$ cat src/rtl/lamp_ctrl_timed.sv
// Multi-switch lamp controller: per-channel debounce, odd-commit toggle of the lamp.
// Optional auto-off timer enabled with `define AUTO_OFF_EN.
module lamp_ctrl_timed #(
   parameter int N_SW    = 3,
   parameter int DEB_CYC = 4,
   parameter int DW      = 8,
   parameter int TIMEOUT = 1000,
   parameter int TW      = 16
) (
   input  logic            clk,
   input  logic            rst_n,
   input  logic [N_SW-1:0] S,
   output logic            F,
   output logic [N_SW-1:0] S_db,
   output logic            off_pulse
);

   localparam logic [DW-1:0] DEB_MAX = DW'(DEB_CYC - 1);

   logic [N_SW-1:0]         s_db_q, s_db_d;
   logic [N_SW-1:0][DW-1:0] cnt_q, cnt_d;
   logic [N_SW-1:0]         commit;
   logic                    evt;
   logic                    f_q, f_d;

   // A raw level must differ from the committed one for DEB_CYC edges in a row.
   always_comb begin
      s_db_d = s_db_q;
      cnt_d  = '0;
      commit = '0;
      for (int i = 0; i < N_SW; i++) begin
         if (S[i] != s_db_q[i]) begin
            if (cnt_q[i] < DEB_MAX) begin
               cnt_d[i] = cnt_q[i] + DW'(1);
            end else begin
               commit[i] = 1'b1;
               s_db_d[i] = S[i];
            end
         end
      end
      evt = ^commit;
   end

   always_ff @(posedge clk) begin
      if (!rst_n) begin
         s_db_q <= '0;
         cnt_q  <= '0;
         f_q    <= 1'b0;
      end else begin
         s_db_q <= s_db_d;
         cnt_q  <= cnt_d;
         f_q    <= f_d;
      end
   end

`ifdef AUTO_OFF_EN
   localparam logic [TW-1:0] T_MAX = TW'(TIMEOUT - 1);

   logic [TW-1:0] timer_q, timer_d;
   logic          off_q, off_d;

   // An event always wins over a timeout landing on the same edge.
   always_comb begin
      f_d     = f_q ^ evt;
      timer_d = '0;
      off_d   = 1'b0;
      if (f_q && !evt) begin
         if (timer_q == T_MAX) begin
            f_d   = 1'b0;
            off_d = 1'b1;
         end else begin
            timer_d = timer_q + TW'(1);
         end
      end
   end

   always_ff @(posedge clk) begin
      if (!rst_n) begin
         timer_q <= '0;
         off_q   <= 1'b0;
      end else begin
         timer_q <= timer_d;
         off_q   <= off_d;
      end
   end

   assign off_pulse = off_q;
`else
   logic [TW-1:0] unused_timeout;

   assign unused_timeout = TW'(TIMEOUT);

   always_comb begin
      f_d = f_q ^ evt;
   end

   assign off_pulse = 1'b0;
`endif

   assign F    = f_q;
   assign S_db = s_db_q;

endmodule

$ cat config.mk
export PLATFORM = sky130hd
export DESIGN_NAME = lamp_ctrl_timed
export DESIGN_NICKNAME = d
export VERILOG_FILES = /design/src/rtl/lamp_ctrl_timed.sv
export SDC_FILE = /design/constraint.sdc
export NUM_CORES = 1
export LEC_CHECK = 0
export ABC_AREA = 1
export BUFFER_PORTS_ARGS = -buffer_cell sky130_fd_sc_hd__buf_4
export CAP_MARGIN = 20
export CORE_MARGIN = 5
export CORE_UTILIZATION = 53
export DETAILED_ROUTE_END_ITERATION = 6
export HOLD_SLACK_MARGIN = 0.1
export PLACE_DENSITY = 0.73
export SETUP_SLACK_MARGIN = 0.15
export SLEW_MARGIN = 20
export SYNTH_ARGS = -nofsm -noshare
export SYNTH_HDL_FRONTEND = slang
export SYNTH_SLANG_ARGS = --single-unit
$ cat constraint.sdc
create_clock -name clk -period 1.3 [get_ports clk]
set_input_delay 0.26 -clock clk [delete_from_list [all_inputs] [get_ports clk]]
set_output_delay 0.26 -clock clk [all_outputs]
set_load 0.05 [all_outputs]
# Yosys cells after proc, flatten, opt, wreduce, memory -nomap -nowiden
# Index checks and enable logic that the tools add are counted.
[totals]
elab_cells = 33
out_inout_bits = 5
regBits = 28
[op_classes]
mux = 6
n_lt_le_gt_ge = 3
n_addsub = 3
n_bitwise = 4
n_reduce_logical = 7
eq_ne = 3
[ops]
columns = ["operator", "count"]
rows = [
  ["$add A8 B1 Y8 const B", 3],
  ["$lt A8 B2 Y1 const B", 3],
  ["$reduce_and A3 Y1", 3],
  ["$mux W1", 6],
  ["$reduce_and A2 Y1", 3],
  ["$ne A1 B1 Y1", 3],
  ["$not A1 Y1", 3],
  ["$reduce_xor A3 Y1", 1],
  ["$xor A1 B1 Y1", 1],
]

# Logic depth before layout (Yosys ltp)
# Gate-level depths: netlist (run 1).
[logic_depth]
depth_word = 5
mapped_depth = 10
mapped_depth_nobuf = 10

# Least setup slack after synthesis (run 1)
# Ideal clock, no wire load.
[synth_path]
kind = "reg-to-reg"
from = "register s_db_q[2] (netlist: S_db[2])"
to = "register f_q (netlist: F)"
n_path_buf = 0
arrival_ps = 1220
setup_ps = 113
slack_ps = -32
period_less_slack_ps = 1332
path_stages_with_launch = 7
cell_sequence = "dfxtp_1 -> xor2_1 -> o21ai_1 -> nand2_1 -> nand2_1 -> nor2_1 -> nor2_1"
[synth_between]
elab_chain_cells = 4
[synth_lines]
columns = ["item", "line", "source"]
rows = [
  ["start, declared", "20", "logic [N_SW-1:0] s_db_q, s_db_d;"],
  ["start signal, assigned", "46", "s_db_q <= '0;"],
  ["start signal, assigned", "50", "s_db_q <= s_db_d;"],
  ["$ne A1 B1 Y1", "32", "if (S[i] != s_db_q[i]) begin"],
  ["$mux W1", "32", ""],
  ["$reduce_xor A3 Y1", "41", "evt = ^commit;"],
  ["$xor A1 B1 Y1", "94", "f_d = f_q ^ evt;"],
  ["end signal, assigned", "48", "f_q <= 1'b0;"],
  ["end signal, assigned", "52", "f_q <= f_d;"],
  ["end, declared", "24", "logic f_q, f_d;"],
]
# No other way between the ends.
# A chain may end at the register's enable or synchronous reset.

# Worst setup path after layout (run 1)
[layout_path]
from = "register cnt_q[16] (netlist name)"
to = "register f_q (netlist: F)"
[layout_between]
elab_chain_cells = 5
[layout_lines]
columns = ["item", "line", "source"]
rows = [
  ["start, declared", "21", "logic [N_SW-1:0][DW-1:0] cnt_q, cnt_d;"],
  ["start signal, assigned", "51", "cnt_q <= cnt_d;"],
  ["$lt A8 B2 Y1", "33", "if (cnt_q[i] < DEB_MAX) begin"],
  ["$mux W1", "33", ""],
  ["$mux W1", "32", ""],
  ["$reduce_xor A3 Y1", "41", ""],
  ["$xor A1 B1 Y1", "94", ""],
]
# No other way between the ends.

==> results of run 1 <==
-- cell usage in the layout (no fill, tap or decap), types with 3 or more instances in the layout --
cell,n
dfxtp_4,3
nor2_1,16
inv_1,9
ha_4,3
dfxtp_2,6
nand2_1,15
nand3_1,3
xor2_1,3
buf_4,8
dfxtp_1,19
nor2_2,3
clkbuf_4,3
conb_1,19
-- final cells by class --
type                            instances  share of cell area [%]
Inverter                               12                    3.75
Sequential cell                        28                    45.7
Clock buffer                            4                    3.75
Tap cell                               16                    1.58
Timing Repair Buffer                   12                    8.88
Multi-Input combinational cell         77                    36.3
-- report_power, final --
part / internal [µW] / switching [µW] / leakage [µW]
Clock: 235 / 229 / 0.0000261
Sequential: 901 / 26.3 / 0.000238
Combinational: 85.6 / 149 / 0.000317
-- worst reg2reg max path: stages (launching register included) --
cell and delay (ns):
dfxtp_2 0.36, ha_4 0.15, inv_2 0.06, nand2_4 0.06, nor2_4 0.14, nor2_2 0.07
nand2_1 0.08, nand2_1 0.09, nand2_1 0.08, nand2_1 0.05, nor2_1 0.09
-- flip-flops by register name, summed over array words and instances (netlist names) --
signal / flops
cnt_q: 24
S_db: 3
F: 1
-- cells by family (layout without fill, tap and decap cells) --
family | after synthesis | in the layout
simple gates | 45 | 45
flops | 28 | 28
buf+inv | 13 | 28
compound gates | 5 | 5
xor+xnor | 5 | 5
fa+ha+maj | 3 | 3
other cells | 1 | 19
-- metrics by stage --
step,instances,hold slack [ns]
after global placement,141,0.406
final,149,0.208
after detailed placement,141,0.422
after global routing,149,0.183
after CTS,145,0.195
after floorplan,118,0.380
-- what timing repair did --
action | in CTS | in global routing
gates resized for setup | 15 | 28
setup endpoints to repair | 4 | 13
pin swaps | 8 | 16
buffers inserted | 0 | 4
-- worst paths after layout --
path,slack (ns),end,startpoint,cells past startpoint
worst max-delay path,0.04,F,cnt_q[16],10
worst min-delay path,0.21,S_db[2],S[2],3
worst max register to register,0.04,F,cnt_q[16],10
worst min register to register,0.45,cnt_q[8],cnt_q[8],1
-- layer usage --
layer / wire length (µm) / part of all wire, % / up-vias / global-route usage (%)
met4: 27 / 1.5 / 0 / 8.52
met3: 97 / 5.4 / 4 / 4.65
met2: 980 / 55 / 21 / 22.5
li1: - / - / 350 / -
met5: 0 / 0 / - / 0
met1: 688 / 38 / 307 / 13.7
==> flow_summary.yaml, run 1 <==
drt:
  post_drt_wl_per_cell_um: 12.0
  num_vias: 682
  drtIter0Drc: 18
  drc: 0
  vias_per_cell: 4.58
  dr.pass1.iters: 4
  wl_um: 1800
  ant_nets: 0
pwr:
  ir_worst_vdd_v: 0.00102
  powerDensity_nw_per_um2: 1280
  p_leak_uw: 0.000581
  power.total_uw: 1630
synth:
  yosys.area.top_type_share_pct: 62.4
  yosys.area.top_type: "dfxtp_1"
  synth_compound_area_share_pct: 2.79
  synth-edff-count: 0
  synthFlopType: "dfxtp_1"
  synth-simple-area-share_pct: 19.5
  yosysMostFrequentCell: "dfxtp_1"
  ys_seq_area_share_pct: 62.4
  synth_top_family_by_area: "simple AND/OR/NAND/NOR gates"
  ys_warn_count: 0
  synthTopCellsByArea: "dfxtp_1 62%, nor2_1 8.8%, nand2_1 7.9%"
  synth_seq_cells: 28
  syn_avg_cell_area_um2: 8.98
  yosysUniqueCellTypes: 14
  synth_mux_area_share_pct: 0
  synth_common_cells: "28 x dfxtp_1, 21 x nor2_1, 19 x nand2_1"
  synthAdderAreaFrac_pct: 4.18
  syn_area_um2: 898
  synth-async-reset-ratio_pct: 0
  synth_xor_area_share_pct: 4.87
  synth_cells: 100
die:
  die-height_um: 51.2
  initial_core_util_pct: 57.6
  core_area_um2: 1560
  die_width_um: 51.2
  die-area_um2: 2620
  num_io_pins: 10
  num_rows: 14
sta:
  tns_ns: 0
  clock.fmax_mhz: 795
  final_hold_viol_count: 0
  rsz0062_at_grt: "true"
  setup_viol: 0
  skew_ns: 0.0110
  period_share_pct: 96.8
  maxSlewViolCount: 0
  setup_ws_ns: 0.0416
  period_minus_slack_ns: 1.26
setup_path:
  critical-path-top-delay-family: "simple AND/OR/NAND/NOR gates"
  cp_common_cell: "nand2_1"
  startpoint_type: "flop"
  cp_slowest_cell: "dfxtp_2"
  path_buf_inv: 1
  required_ns: 1.57
  crit_chain: "ha_4 > inv_2 > nand2_4 > nor2_4 > nor2_2 > nand2_1 > nand2_1 > nand2_1 > nand2_1 > nor2_1"
  slowest_delay_ns: 0.36
  worstPathArrival_ns: 1.53
  worst-path-max-fanout: 2
  worstSetupPathType: "reg -> reg"
  end_kind: "flop"
run:
  maxCapViolCount: 0
layout:
  nFillCells: 104
  utilization_pct: 81.3
  antennaDiodeCount: 0
  register_area_um2: 579
  drive_gt1_share_pct: 33.8
  fin_area_um2: 1270
  final_net_count: 142
  multi_input_area_um2: 460
  area_growth_syn_to_layout_pct: 41.1
global_routing:
  antenna_found_initial: 0
  grt_max_degree: 17
  grt_util_all_layers_pct: 13.2
  grt_pass1_wl_um: 2500
  grt_overflow: 0
  first_global_vias: 616
clock_tree:
  path_clk_slew_ns: 0.14
  clockBufferDepth: 2
  clk_latency_ns: 0.32
  cts_tree: "yes"
  cts-root-buf: "clkbuf_4"
  htreeDepth: 1
  numClockSinks: 28
  cts_buffers: 3
  cts_hold_buffers: 0
placement:
  pre_cts_ws_ns: 0.114
  place_area_um2: 1040
  gp_congestion: 0.789
  port_buffers: 8
  dp_hpwl_um: 1050
run_status:
  status: "complete, no violations"
min_path:
  hold_path_class: "in -> reg"
Note: power is estimated with default switching activity, not from simulation.
==> run 2: changes to the inputs <==
--- a/config.mk
+++ b/config.mk
@@ -9,10 +9,10 @@
 export BUFFER_PORTS_ARGS = -buffer_cell sky130_fd_sc_hd__buf_4
 export CAP_MARGIN = 20
 export CORE_MARGIN = 5
-export CORE_UTILIZATION = 53
+export CORE_UTILIZATION = 45
 export DETAILED_ROUTE_END_ITERATION = 6
 export HOLD_SLACK_MARGIN = 0.1
-export PLACE_DENSITY = 0.73
+export REMOVE_ABC_BUFFERS = 1
 export SETUP_SLACK_MARGIN = 0.15
 export SLEW_MARGIN = 20
 export SYNTH_ARGS = -nofsm -noshare
==> flow_summary.yaml, run 2 (same netlist as run 1, synthesis figures left out) <==
setup_path:
  required_ns: 1.53
  cp_slowest_cell: "dfxtp_2"
  worstPathArrival_ns: 1.41
  crit_chain: "ha_4 > inv_4 > nand2_4 > o21ai_1 > nand2_1 > nand2_2 > nand2_1 > nand2_1 > nor2_1"
  end_kind: "flop"
  cp_common_cell: "nand2_1"
  worst-path-max-fanout: 2
  startpoint_type: "flop"
  critical-path-top-delay-family: "flip-flops"
  worstSetupPathType: "reg -> reg"
  slowest_delay_ns: 0.36
  path_buf_inv: 1
sta:
  rsz0062_at_grt: "true"
  clock.fmax_mhz: 853
  skew_ns: 0.00115
  setup_viol: 0
  final_hold_viol_count: 0
  setup_ws_ns: 0.128
  period_minus_slack_ns: 1.17
  period_share_pct: 90.2
  maxSlewViolCount: 0
die:
  initial_core_util_pct: 46.3
  die-height_um: 54.7
  die-area_um2: 2990
  num_io_pins: 10
  die_width_um: 54.7
  core_area_um2: 1940
  num_rows: 16
global_routing:
  grt_util_all_layers_pct: 10.8
  top_usage_layer: "met2"
  met1_usage_pct: 11.3
  grt_overflow: 0
  met2_usage_pct: 17.1
  grt_max_degree: 16
  met3_usage_pct: 3.81
  antenna_found_initial: 0
  grt_pass1_wl_um: 2190
  first_global_vias: 565
clock_tree:
  htreeDepth: 1
  cts-root-buf: "clkbuf_4"
  cts_tree: "yes"
  clk_latency_ns: 0.32
  cts_buffers: 3
  cts_hold_buffers: 0
  clockBufferDepth: 2
  numClockSinks: 28
  path_clk_slew_ns: 0.13
drt:
  dr.pass1.iters: 4
  post_drt_wl_per_cell_um: 8.50
  wl_um: 1360
  num_vias: 647
  drtIter0Drc: 4
  drc: 0
  ant_nets: 0
  vias_per_cell: 4.04
placement:
  dp_hpwl_um: 951
  port_buffers: 8
  place_area_um2: 1050
  pre_cts_ws_ns: 0.0981
  gp_congestion: 0.734
pwr:
  p_leak_uw: 0.000577
  ir_worst_vdd_v: 0.000867
  powerDensity_nw_per_um2: 1220
layout:
  final_cell_mix: "19 x dfxtp_1, 19 x conb_1, 15 x nor2_1"
  fin_area_um2: 1270
  final_net_count: 142
  largest_register_ffs: 24
  area_growth_syn_to_layout_pct: 41.9
  drive_gt1_share_pct: 33.1
  antennaDiodeCount: 0
  top_register: "cnt_q"
run:
  maxCapViolCount: 0
run_status:
  status: "complete, no violations"
min_path:
  hold_path_class: "in -> reg"
run 2: cell counts in the layout (fill, tap and decap cells not counted):
Identical to the previous run, type by type.
run 2: final timing paths:
check / depth (start not counted) / to / slack [ns] / from
worst min register to register: 1 / cnt_q[16] / 0.44 / cnt_q[16]
worst max register to register: 9 / F / 0.13 / cnt_q[1]
worst min-delay path: 3 / F / 0.20 / rst_n
worst max-delay path: 9 / F / 0.13 / cnt_q[1]
run 2: repair_timing:
item	in CTS	in global routing
setup buffers	2	2
pin swaps	12	11
cloned	0	0
endpoints found under the setup margin	5	12
hold endpoints to repair	0	0
gates resized for setup	15	33
run 2: worst min-delay path: stages:
cell,delay [ns]
buf_4,0.14
nand2_1,0.06
nor2_1,0.03
run 2: layout make-up:
cell class,count,area (µm²)
fill,179,667
timing repair buffer,12,120
multi-input combinational,77,460
sequential,28,577
clock buffer,4,36.3
tap,27,33.8
inverter,12,47.5
run 2: power breakdown:
| group | leakage (µW) | internal (µW) | total, µW | switching [µW] |
|---|---|---|---|---|
| logic | 0.000318 | 89.4 | 223 | 134 |
| registers | 0.000238 | 901 | 928 | 26.5 |
| clock network | 0.0000210 | 171 | 404 | 232 |
run 2: layer usage:
| layer | vias to the layer above | wire length, µm |
|---|---|---|
| met5 | - | 0 |
| met4 | 0 | 59 |
| met3 | 6 | 80 |
| met2 | 14 | 644 |
| met1 | 278 | 576 |
| li1 | 349 | - |
run 2: stage by stage:
stage	cells	hold slack [ns]	total power (µW)	setup TNS [ns]	utilization, %
floorplan	117	0.380	1070	-0.0325	-
global placement	152	0.405	1120	0	54.2
detailed placement	152	0.416	1120	0	54.2
CTS	158	0.185	1540	0	59.2
global route	160	0.179	1650	0	65.7
finish	160	0.199	1550	0	65.7
==> run 3: changes to the inputs <==
--- a/config.mk
+++ b/config.mk
@@ -12,6 +12,7 @@
 export CORE_UTILIZATION = 45
 export DETAILED_ROUTE_END_ITERATION = 6
 export HOLD_SLACK_MARGIN = 0.1
+export PLACE_DENSITY_LB_ADDON = 0.15
 export REMOVE_ABC_BUFFERS = 1
 export SETUP_SLACK_MARGIN = 0.15
 export SLEW_MARGIN = 20
==> flow_summary.yaml, run 3 (same netlist as run 1, synthesis figures left out) <==
clock_tree:
  cts_buffers: 3
  path_clk_slew_ns: 0.13
  cts-root-buf: "clkbuf_4"
  cts_tree: "yes"
  numClockSinks: 28
  htreeDepth: 1
  clk_latency_ns: 0.32
  cts_hold_buffers: 0
  clockBufferDepth: 2
global_routing:
  grt_overflow: 0
  first_global_vias: 571
  grt_max_degree: 16
  grt_util_all_layers_pct: 10.3
  grt_pass1_wl_um: 2140
  antenna_found_initial: 0
sta:
  period_minus_slack_ns: 1.19
  rsz0062_at_grt: "true"
  skew_ns: 0.00217
  period_share_pct: 91.6
  whs_ns: 0.191
  final_hold_viol_count: 0
  clock.fmax_mhz: 840
  setup_viol: 0
  maxSlewViolCount: 0
setup_path:
  slowest_delay_ns: 0.35
  end_kind: "flop"
  worst-path-max-fanout: 2
  crit_chain: "ha_2 > inv_2 > nand2_4 > o21ai_2 > nand2_1 > nand2_2 > nand2_1 > nand2_1 > nor2_1"
  worstSetupPathType: "reg -> reg"
  required_ns: 1.53
  cp_common_cell: "nand2_1"
  crit_path_start: "cnt_q[0]"
  worstPathArrival_ns: 1.42
  cp_slowest_cell: "dfxtp_2"
  r2r_start: "cnt_q[0]"
  startpoint_type: "flop"
layout:
  area_growth_syn_to_layout_pct: 37.5
  antennaDiodeCount: 0
  top_register: "cnt_q"
  final_net_count: 140
  largest_register_ffs: 24
  final_cell_mix: "20 x dfxtp_1, 19 x conb_1, 16 x nor2_1"
  mostFrequentLayoutCell: "dfxtp_1"
  drive_gt1_share_pct: 30.5
drt:
  num_vias: 635
  dr.pass1.iters: 3
  post_drt_wl_per_cell_um: 8.68
  drc: 0
  wl_um: 1370
  vias_per_cell: 4.02
  ant_nets: 0
  drtIter0Drc: 1
run:
  maxCapViolCount: 0
min_path:
  hp-start: "S[2]"
  hold_path_class: "in -> reg"
die:
  num_io_pins: 10
  num_rows: 16
  core_area_um2: 1940
  die-height_um: 54.7
  die-area_um2: 2990
  die_width_um: 54.7
  initial_core_util_pct: 46.3
placement:
  port_buffers: 8
  dp_hpwl_um: 873
  gp_congestion: 0.733
pwr:
  power.total_uw: 1540
  powerDensity_nw_per_um2: 1250
  ir_worst_vdd_v: 0.000915
  p_leak_uw: 0.000566
run_status:
  status: "complete, no violations"
[run 3: cell count changes in the layout (fill, tap and decap cells not counted), sizes merged]
cell  before  now
buf       12   10
[run 3: final cells by class]
type / instances / area (µm²)
clock buffers: 4 / 36.3
fillers: 181 / 707
inverters: 12 / 45.0
multi-input cells: 77 / 444
flip-flops and latches: 28 / 578
well taps: 27 / 33.8
repair buffers: 10 / 97.6
[run 3: what timing repair did]
action                     CTS  global route
pin swaps                    5            14
setup endpoints to repair    5            11
gates resized for setup     11            31
hold endpoints to repair     0             0
buffers inserted             1             1
[run 3: metrics by stage]
stage          util (%)  TNS (ns)  area [µm²]  instances  setup WS (ns)
2_1_floorplan         -   -0.0325         958        117        -0.0325
3_3_place_gp       54.2         0        1050        152          0.124
3_5_place_dp       54.2         0        1050        152         0.0926
4_1_cts            58.2         0        1130        157         0.0826
5_1_grt            63.6         0        1230        158         0.0113
6_report           63.6         0        1230        158          0.109
[run 3: path summary, 6_finish.rpt]
kind / endpoint / slack [ns] / cells after the start
min reg2reg: cnt_q[0] / 0.41 / 1
min: S_db[2] / 0.19 / 3
max reg2reg: F / 0.11 / 9
max: F / 0.11 / 9
[run 3: where the power goes]
group / switching [µW] / internal (µW) / leakage [µW]
logic: 134 / 81.8 / 0.000307
clock network: 232 / 171 / 0.0000210
registers: 24.2 / 901 / 0.000238
[run 3: layer usage]
| metal | part of all wire, % | up-vias | global-route usage [%] |
|---|---|---|---|
| met4 | 2.4 | 0 | 6.22 |
| met1 | 41 | 281 | 10.5 |
| met3 | 3.8 | 4 | 3.27 |
| met2 | 52 | 7 | 17.9 |
| met5 | 0 | - | 0 |
| li1 | - | 343 | - |
[run 3: worst max-delay path, delay by kind of cell (launching register included)]
kind / cells / cell delay (ns)
AND/OR/NAND/NOR: 6 / 0.36
adder cells (fa/ha/maj): 1 / 0.17
buffers and inverters: 1 / 0.06
flip-flops: 1 / 0.35
AO/OA/AOI/OAI: 1 / 0.16
